[src/rtl/pipeline_hazard_ctrl.sv]
// Pipeline sequencer: per-stage write enables, flushes and next-PC select for the
// 5-stage core, plus halt tracking and a saturating stall-cycle counter.
module pipeline_hazard_ctrl #(
    parameter int STALL_CNT_W = 16,
    parameter int REG_W       = 5
) (
    input  logic                   CLK,
    input  logic                   nRST,
    input  logic                   ihit,
    input  logic                   dhit,
    input  logic                   mem_ren,
    input  logic                   mem_wen,
    input  logic                   mem_br_taken,
    input  logic                   mem_halt,
    input  logic                   ex_memread,
    input  logic [REG_W-1:0]       ex_rd,
    input  logic [REG_W-1:0]       id_rs,
    input  logic [REG_W-1:0]       id_rt,
    input  logic                   id_jump,
    output logic                   pc_wen,
    output logic [1:0]             pc_sel,
    output logic                   ifid_wen,
    output logic                   idex_wen,
    output logic                   exmem_wen,
    output logic                   memwb_wen,
    output logic                   ifid_flush,
    output logic                   idex_flush,
    output logic                   exmem_flush,
    output logic                   halted,
    output logic [STALL_CNT_W-1:0] stall_count
);

    localparam logic [1:0] RUN    = 2'd0;
    localparam logic [1:0] DWAIT  = 2'd1;
    localparam logic [1:0] HALTED = 2'd2;

    localparam logic [1:0] PC_SEQ    = 2'b00;
    localparam logic [1:0] PC_BRANCH = 2'b01;
    localparam logic [1:0] PC_JUMP   = 2'b10;

    logic [1:0] state;
    logic [1:0] state_nxt;
    logic       data_wait;
    logic       load_use;

    assign data_wait = (mem_ren | mem_wen) & ~dhit;
    assign load_use  = ex_memread && (ex_rd != '0) && ((ex_rd == id_rs) || (ex_rd == id_rt));

    always_comb begin
        pc_wen      = 1'b1;
        pc_sel      = PC_SEQ;
        ifid_wen    = 1'b1;
        idex_wen    = 1'b1;
        exmem_wen   = 1'b1;
        memwb_wen   = 1'b1;
        ifid_flush  = 1'b0;
        idex_flush  = 1'b0;
        exmem_flush = 1'b0;
        state_nxt   = state;

        if (!nRST || state == HALTED || data_wait) begin
            pc_wen    = 1'b0;
            ifid_wen  = 1'b0;
            idex_wen  = 1'b0;
            exmem_wen = 1'b0;
            memwb_wen = 1'b0;
            if (nRST && state != HALTED) begin
                state_nxt = DWAIT;
            end
        end else if (mem_halt) begin
            // Only MEM/WB moves so the HALT itself retires; everything behind it freezes.
            pc_wen    = 1'b0;
            ifid_wen  = 1'b0;
            idex_wen  = 1'b0;
            exmem_wen = 1'b0;
            state_nxt = HALTED;
        end else begin
            state_nxt = RUN;
            if (mem_br_taken) begin
                pc_sel      = PC_BRANCH;
                ifid_flush  = 1'b1;
                idex_flush  = 1'b1;
                exmem_flush = 1'b1;
            end else if (load_use) begin
                // A jump in ID waits behind the load-use bubble and is re-evaluated next cycle.
                pc_wen     = 1'b0;
                ifid_wen   = 1'b0;
                idex_flush = 1'b1;
            end else if (id_jump) begin
                pc_wen     = ihit;
                pc_sel     = PC_JUMP;
                ifid_flush = 1'b1;
            end else if (!ihit) begin
                pc_wen     = 1'b0;
                ifid_flush = 1'b1;
            end
        end
    end

    always_ff @(posedge CLK or negedge nRST) begin
        if (!nRST) begin
            state       <= RUN;
            halted      <= 1'b0;
            stall_count <= '0;
        end else begin
            state  <= state_nxt;
            halted <= (state_nxt == HALTED);
            if (!pc_wen && state != HALTED && stall_count != '1) begin
                stall_count <= stall_count + 1'b1;
            end
        end
    end

endmodule

[config.mk]
export PLATFORM = sky130hd
export DESIGN_NAME = pipeline_hazard_ctrl
export DESIGN_NICKNAME = d
export VERILOG_FILES = /design/src/rtl/pipeline_hazard_ctrl.sv
export SDC_FILE = /design/constraint.sdc
export NUM_CORES = 1
export LEC_CHECK = 0
export CORE_MARGIN = 1.5
export CORE_UTILIZATION = 38
export DETAILED_ROUTE_END_ITERATION = 10
export PLACE_DENSITY = 0.78
export SYNTH_ARGS = -nofsm -noshare
export SYNTH_HDL_FRONTEND = slang
export SYNTH_SLANG_ARGS = --single-unit
export TNS_END_PERCENT = 50
[constraint.sdc]
create_clock -name CLK -period 2.24 [get_ports CLK]
set_input_delay 0.56 -clock CLK [delete_from_list [all_inputs] [get_ports CLK]]
set_output_delay 0.56 -clock CLK [all_outputs]
set_load 0.03 [all_outputs]
Yosys cells after proc, flatten, opt, wreduce, memory -nomap -nowiden

Cells that the tools add are included.

Register bits after elaboration: 19
Bits of input ports: 25
Output and inout port bits: 27
Word-level logic and storage cells: 58

Add/sub/neg operators: 1
Equal/unequal tests: 6
Multiplexer cells: 34
Bitwise operators: 3
Reductions and logical operators: 11

Operator list:

| kind                    | count |
|---|---|
| $mux W1                 | 26 |
| $add A16 B1 Y16 const B | 1 |
| $mux W2                 | 8 |
| $ne A16 B16 Y1 const B  | 1 |
| $eq A5 B5 Y1            | 2 |
| $logic_and A1 B1 Y1     | 5 |
| $reduce_bool A5 Y1      | 1 |
| $eq A2 B2 Y1 const B    | 2 |
| $logic_or A1 B1 Y1      | 3 |
| $logic_not A1 Y1        | 2 |
| $ne A2 B2 Y1 const B    | 1 |
| $and A1 B1 Y1           | 1 |
| $not A1 Y1              | 1 |
| $or A1 B1 Y1            | 1 |

Logic depth before layout (Yosys ltp)

Gate-level depths: netlist (run 1).

Word-level depth: 10
Mapped depth: 7
Mapped depth without buffers: 6

Worst setup path after synthesis (run 1)

OpenSTA, ideal clock, no wires.

Path kind: in2out
Start: input ex_rd[1]
End: output pc_sel[1]
Data arrival time: 1.920 ns
Required time: 1.680 ns
Slack: -0.240 ns
Cell stages on the path: 5
Path buffers: 0
Cell sequence: or4_1 o21ai_2 or2_1 nor2b_1 and3_1

Longest elaborated chain between the ends: 7
Elaborated cells between the ends (all ways): 10
Classes of those cells: 2 x eq/ne; 4 x mux; 4 x reduce/logical

Ends and longest elaborated chain:

| element                                                   | RTL line | RTL |
|---|---|---|
| start, declared                                           | 16       | `input logic [REG_W-1:0] ex_rd,` |
| $eq A5 B5 Y1 or $reduce_bool A5 Y1 (tied branches)        | 47       | `assign load_use = ex_memread && (ex_rd != '0) && ((ex_rd == id_rs) \|\| (ex_rd == id_rt));` |
| $logic_or A1 B1 Y1 or $logic_and A1 B1 Y1 (tied branches) | 47       |  |
| $logic_and A1 B1 Y1 (*)                                   | 47       |  |
| $mux W2 (*)                                               | 84       | `end else if (load_use) begin` |
| $mux W2 (*)                                               | 79       | `if (mem_br_taken) begin` |
| $mux W2 (*)                                               | 70       | `end else if (mem_halt) begin` |
| $mux W2 (*)                                               | 61       | `if (!nRST \|\| state == HALTED \|\| data_wait) begin` |
| end, declared                                             | 21       | `output logic [1:0] pc_sel,` |

Every way passes the cells marked *; elsewhere a longest branch is shown, timed or not.

Worst setup path in the final report (run 1)

Start: input ex_rd[2]
End: output pc_sel[1]

The elaborated chain is that of the path after synthesis.

==> summary.txt, run 1 <==
Status: complete, but fails checks
Failing checks: negative setup slack
Worst path max stage delay: 0.54 ns
Slew Limit Fails: 0
Antenna violations before repair: 0
Layout Utilization: 68.7%
Synth async-reset ratio: 100%
Cell chain of the critical path: buf_6 -> or4_4 -> o21ai_4 -> or2_4 -> nor2b_4 -> and3_4 -> buf_6
Hold Fails Final Rpt: 0
H-tree depth: 1
Crit. End Element: output pin
RePlAce Congestion: 0.777
Starting Density: 39.8%
GRT Total Usage: 21.5%
Post-synth top area share: 39.4%
Avg WL per Cell: 14.4 µm
First-pass GRT wire length: 5720 µm
Core ar.: 3030 µm²
CTS Buf Count: 3
Largest net degree at the start of global routing: 16
Cts hold-fix bufs: 0
Final worst setup slack: -0.268 ns
I/O pin total: 52
Top delay family on crit path: simple AND/OR/NAND/NOR gates
Via Count: 1189
Site Rows: 20
CP Class: input port to output pin
ANT nets after route: 0
Reg2reg path depth: 9
Max VDD drop: 0.618 mV
CTS clk-pin slew, worst paths: 0.11 ns
Antenna cell count: 0
PortBufs: 51
CTS Sinks: 19
Netlist cell types: 29
Layout cell share with drive strength beyond 1: 40.2%
Metal2 WL: 1980 µm
Clk Latency, worst-skew pair: 0.29 ns
Post-synthesis cell count: 122
XOR/XNOR share of the synthesized area: 17.4%
Final setup vio count: 5
Clock tree buffer depth: 2
Crit path time final: 2.51 ns
Commonest non-fill, non-tap cells in the layout: buf_4 (24), clkdlybuf4s50_1 (20), dfrtp_1 (19)
Total grt overflow: 0
WL final: 3490 µm
Mux contribution to synthesized area: 0.934%
Most common cell on crit path: buf_6
Iteration-0 DRC Markers: 32
Crit start category: input port
Maxcap violations: 0
DIE AREA: 3520 µm²
Largest family of logic cells by synthesized area: simple AND/OR/NAND/NOR gates
Met3 wire len: 51 µm
Post-synth EDFFs: 0
Post-detail-place hpwl: 2590 µm
Worst slew margin: 60.8%
CP Data Arrival Time: 1.95 ns
Post-synth net total: 148
Flops & latches, synth: 19
Worst R2R Setup Slack: 0.14 ns
CP max FO: 3
Compound-Gate Fraction of Synth Area: 8.30%
Worst hold-check path type: input port to async pin
Top layer in use: met4
Unrepaired setup endpoints after global routing: true
Critical Path RT: 1.68 ns
Vias in the first global route: 1276
Largest area contributor in the netlist: dfrtp_1
Crit share post-route: 112%
Drt first pass iters: 4
CP max-delay cell: or4_4
Nets@finish: 226
Average size of a mapped cell: 9.89 µm²
Critical R2R Launch: state[0]$_DFF_PN0_
Die X-Extent: 59.3 µm
Max Clock Freq: 399 MHz
# DRC: 0
CTS tree: yes
Post-Synth Adder-Cell Area: 1.04%
Final Skew: 0.00582 ns
Syn Std Cell Area: 1210 µm²
Area contributors post-synth: dfrtp_1 (39%), xnor2_1 (10%), xor2_1 (7.3%)
Ys Warns: 0
Vert. Die Dim: 59.3 µm
Total Power: 1520 µW
Metal-1 WL: 1380 µm
Sequential element share of the synthesized area: 39.4%
PwrDens: 732 nW/µm²
Vias per inst: 4.89
Reg2reg end: stall_count[1]$_DFFE_PN0P_
Simple-gate share of the synthesized area: 28.5%
Slew @ Worst Pin: 0.586 ns
Layout area overhead: 72.5%
Buffers and inverters on the worst path: 2
Leakage: 0.000928 µW
Root buf cell: clkbuf_4
Top_reg_cell synth: dfrtp_1
Commonest non-fill, non-tap cell in the layout: buf_4
registers in the layout (all words and copies together) (netlist names):
register	flops
stall_count	16
state	2
halted	1
final cells by class:
cell class / count / area, µm²
clock buffer: 4 / 26.3
tap: 44 / 55.1
sequential: 19 / 475
timing repair buffer: 77 / 706
fill: 235 / 947
multi-input combinational: 94 / 797
inverter: 5 / 21.3
Yosys cell counts, types with 2 or more instances:
cell      instances
nand4_1           5
nor3_2            2
nand2_1           3
xor2_1           10
dfrtp_1          19
and3_1           13
nand3_2           8
xnor2_1          14
nor2b_1           2
nor2_1           13
inv_1             5
buf_4             3
nand3_1           4
a21oi_1           5
nand2b_1          2
metal layers:
layer  up-vias  global-route usage [%]
met5         -                       0
met3         8                    2.40
li1        575                       -
met1       583                    25.5
met4         0                    9.09
met2        23                    38.8
worst max-delay path by stage:
stage,startpoint,slack [ns],to,cells past startpoint
2_1_floorplan,ex_rd[3],-0.12,idex_flush,6
3_3_place_gp,ex_rd[1],-0.60,pc_sel[1],7
3_5_place_dp,ex_rd[3],-0.67,pc_sel[1],7
4_1_cts,ex_rd[2],-0.27,pc_sel[1],7
5_1_grt,ex_rd[2],-0.30,pc_sel[1],7
6_report,ex_rd[2],-0.27,pc_sel[1],7
per-stage QoR:
| stage | area, µm² | hold WS, ns | TNS, ns | worst slack [ns] | std cells |
|---|---|---|---|---|---|
| floorplan | 1250 | 0.264 | -0.362 | -0.123 | 122 |
| global placement | 1920 | 0.479 | -7.98 | -0.602 | 234 |
| detailed placement | 1920 | 0.496 | -9.37 | -0.666 | 234 |
| CTS | 2040 | 0.338 | -1.02 | -0.266 | 242 |
| global route | 2080 | 0.362 | -1.29 | -0.299 | 243 |
| finish | 2080 | 0.356 | -1.08 | -0.268 | 243 |
kinds of logic (layout without fill, tap and decap cells):
kind of cell	Yosys count	in the layout
simple gates	56	56
xor+xnor	24	24
flops	19	19
compound gates	12	12
buf+inv	9	86
fa+ha+maj	1	1
mux	1	1
what timing repair did:
| item | in CTS | in global routing |
|---|---|---|
| pin swaps | 25 | 6 |
| endpoints found under the setup margin | 23 | 20 |
| setup buffers | 4 | 2 |
| gates resized for setup | 75 | 11 |
power by group:
part           internal (µW)  switching, µW
logic                    394            430
registers                427           98.6
clock network           69.2            104
Power figures use the tool's default switching activity.
==> run 2: changes to the inputs <==
==> constraint.sdc (replaced) <==
create_clock -name CLK -period 2.24 [get_ports CLK]
set_input_delay 0.672 -clock CLK [delete_from_list [all_inputs] [get_ports CLK]]
set_output_delay 0.672 -clock CLK [all_outputs]
set_load 0.03 [all_outputs]
==> run 2 against run 1 <==
Against the previous run:
- sequential power about the same
- the flow still finishes with violations (negative setup slack)
- non-clock buffer count rose by 11
- worst setup slack worse by 0.22 ns
- clock-buffer cell count unchanged
- final cell count rose by 4.5%
- sequential share of layout area shrank 1.2 points
- worst hold slack improved by 0.0082 ns
- register-to-register slack gained 0.06 ns
- clock power hardly changed
- largest power group unchanged
- largest cell class unchanged
- wire length increased by 4.1%
==> summary.txt, run 2 (synthesis results as in run 1) <==
Status: complete, but fails checks
Failing checks: negative setup slack
H-tree depth: 1 (unchanged)
PwrDens: 748 nW/µm² (+2.2%)
Post-detail-place hpwl: 2480 µm (-4.4%)
CTS tree: yes
Nets@finish: 237 (+4.9%)
Crit. End Element: output pin
Clk Latency, worst-skew pair: 0.29 ns (about the same)
Largest regs: stall_count (16), state (2), halted (1)
CTS Sinks: 19 (unchanged)
Maxcap violations: 0 (unchanged)
Metal-1 WL: 1390 µm (+0.51%)
Cts hold-fix bufs: 0 (unchanged)
Switching Fraction: 40.3% (-1.2 points)
Most flop-heavy register: stall_count
Psw: 664 µW (+4.9%)
RePlAce Congestion: 0.778 (about the same)
Worst hold-check path type: input port to async pin
Avg WL per Cell: 14.3 µm (-0.36%)
Max VDD drop: 0.563 mV (-8.9%)
Die X-Extent: 59.3 µm (unchanged)
CP Data Arrival Time: 2.06 ns (+0.11 ns)
Top layer in use: met4
PortBufs: 51 (unchanged)
Crit share post-route: 122% (+9.9 points)
Site Rows: 20 (unchanged)
Met3 wire len: 125 µm (+150%)
Core ar.: 3030 µm² (unchanged)
Vert. Die Dim: 59.3 µm (unchanged)
GRT Total Usage: 20.3% (-1.2 points)
Commonest non-fill, non-tap cells in the layout: buf_4 (28), buf_6 (21), dfrtp_1 (19), clkdlybuf4s50_1 (19), xnor2_1 (11)
DIE AREA: 3520 µm² (unchanged)
ANT nets after route: 0 (unchanged)
Int Pwr: 982 µW (+10%)
Hold Fails Final Rpt: 0 (unchanged)
Max reg flops: 16 (unchanged)
Drt first pass iters: 6 (+2)
Final setup vio count: 23 (+18)
Sequential share of power: 31.8% (-2.7 points)
Iteration-0 DRC Markers: 34 (+6.3%)
Clock tree buffer depth: 2 (unchanged)
CP Class: input port to output pin
Layout area overhead: 82.4%
Total Power: 1650 µW (+8.1%)
Total grt overflow: 0 (unchanged)
Final worst setup slack: -0.491 ns (-0.222 ns)
Largest net degree at the start of global routing: 17 (+1)
# DRC: 0 (unchanged)
Clock network fraction of design power: 10.4% (-1.0 points)
Leakage: 0.00100 µW (+8.0%)
CP max FO: 4 (+1)
Logic pwr share: 57.8% (+3.7 points)
Unrepaired setup endpoints after global routing: true
Antenna cell count: 0 (unchanged)
Starting Density: 39.8% (unchanged)
First-pass GRT wire length: 5460 µm (-4.5%)
Crit start category: input port
I/O pin total: 52 (unchanged)
CTS clk-pin slew, worst paths: 0.10 ns (about the same)
WL final: 3640 µm (+4.1%)
Commonest non-fill, non-tap cell in the layout: buf_4
Antenna violations before repair: 0 (unchanged)
Worst slew margin: 72.1% (+11 points)
Metal2 WL: 2030 µm (+2.4%)
Layout cell share with drive strength beyond 1: 47.1% (+6.9 points)
Via Count: 1255 (+5.6%)
Slew @ Worst Pin: 0.419 ns (-0.167 ns)
Critical Path RT: 1.57 ns (-0.11 ns)
Slew Limit Fails: 0 (unchanged)
CTS Buf Count: 3 (unchanged)
Vias in the first global route: 1279 (+0.24%)
Root buf cell: clkbuf_4
Vias per inst: 4.94 (+0.98%)
Min Hold Slack: 0.364 ns (+0.00821 ns)
Final Skew: 0.00234 ns (-0.00348 ns)
Crit path time final: 2.73 ns (+0.222 ns)
Max Clock Freq: 366 MHz (-8.1%)
run 2: cell count changes in the layout (fill, tap and decap cells not counted), sizes merged:
cell,before,now
clkdlybuf4s50,20,19
dlygate4sd2,5,2
clkdlybuf4s15,5,6
buf,46,56
clkbuf,4,8
run 2: metal layers:
layer | global-route usage, % | vias up
met3 | 4.59 | 10
met1 | 24.4 | 610
met4 | 5.84 | 0
li1 | - | 598
met5 | 0 | -
met2 | 35.8 | 37
run 2: worst paths after layout:
check,cells after the start,start,slack [ns],to
max,7,ex_rd[2],-0.49,pc_sel[1]
min,2,nRST,0.36,stall_count[14]$_DFFE_PN0P_
max reg2reg,5,stall_count[0]$_DFFE_PN0P_,0.20,stall_count[1]$_DFFE_PN0P_
min reg2reg,1,stall_count[5]$_DFFE_PN0P_,0.50,stall_count[5]$_DFFE_PN0P_
max in group asynchronous,2,nRST,1.69,stall_count[7]$_DFFE_PN0P_
min in group CLK,1,stall_count[5]$_DFFE_PN0P_,0.50,stall_count[5]$_DFFE_PN0P_
run 2: power groups by stage:
stage	sequential, µW	combinational [µW]	clock [µW]
after floorplan	639	321	0
after global placement	517	774	0
after detailed placement	523	793	0
after CTS	517	880	178
after global routing	540	1010	195
final	523	951	172
run 2: final cells by class:
class                   count  area [µm²]
repair buffers             88         782
fillers                   210         828
inverters                   5        18.8
well taps                  44        55.1
multi-input cells          94         842
flip-flops and latches     19         475
clock buffers               4        26.3
run 2: critical path, stage by stage:
cell	delay [ns]
buf_6	0.09
or4_4	0.54
o21ai_4	0.14
or2_4	0.16
nor2b_4	0.14
and3_4	0.18
buf_6	0.13
run 2: through the flow:
step / instances / setup WS (ns) / utilization (%) / TNS (ns) / area, µm²
4_1_cts: 251 / -0.459 / 69.2 / -6.42 / 2100
2_1_floorplan: 122 / -0.347 / - / -1.87 / 1250
3_3_place_gp: 237 / -0.825 / 64.1 / -11.73 / 1940
5_1_grt: 254 / -0.539 / 72.6 / -9.25 / 2200
3_5_place_dp: 237 / -0.853 / 64.1 / -12.38 / 1940
6_report: 254 / -0.491 / 72.6 / -7.90 / 2200
run 2: what timing repair did:
item,4_1_cts,5_1_grt
buffers inserted,10,3
endpoints found under the hold margin,0,0
pin swaps,23,11
endpoints found under the setup margin,25,26
resized for setup,80,24
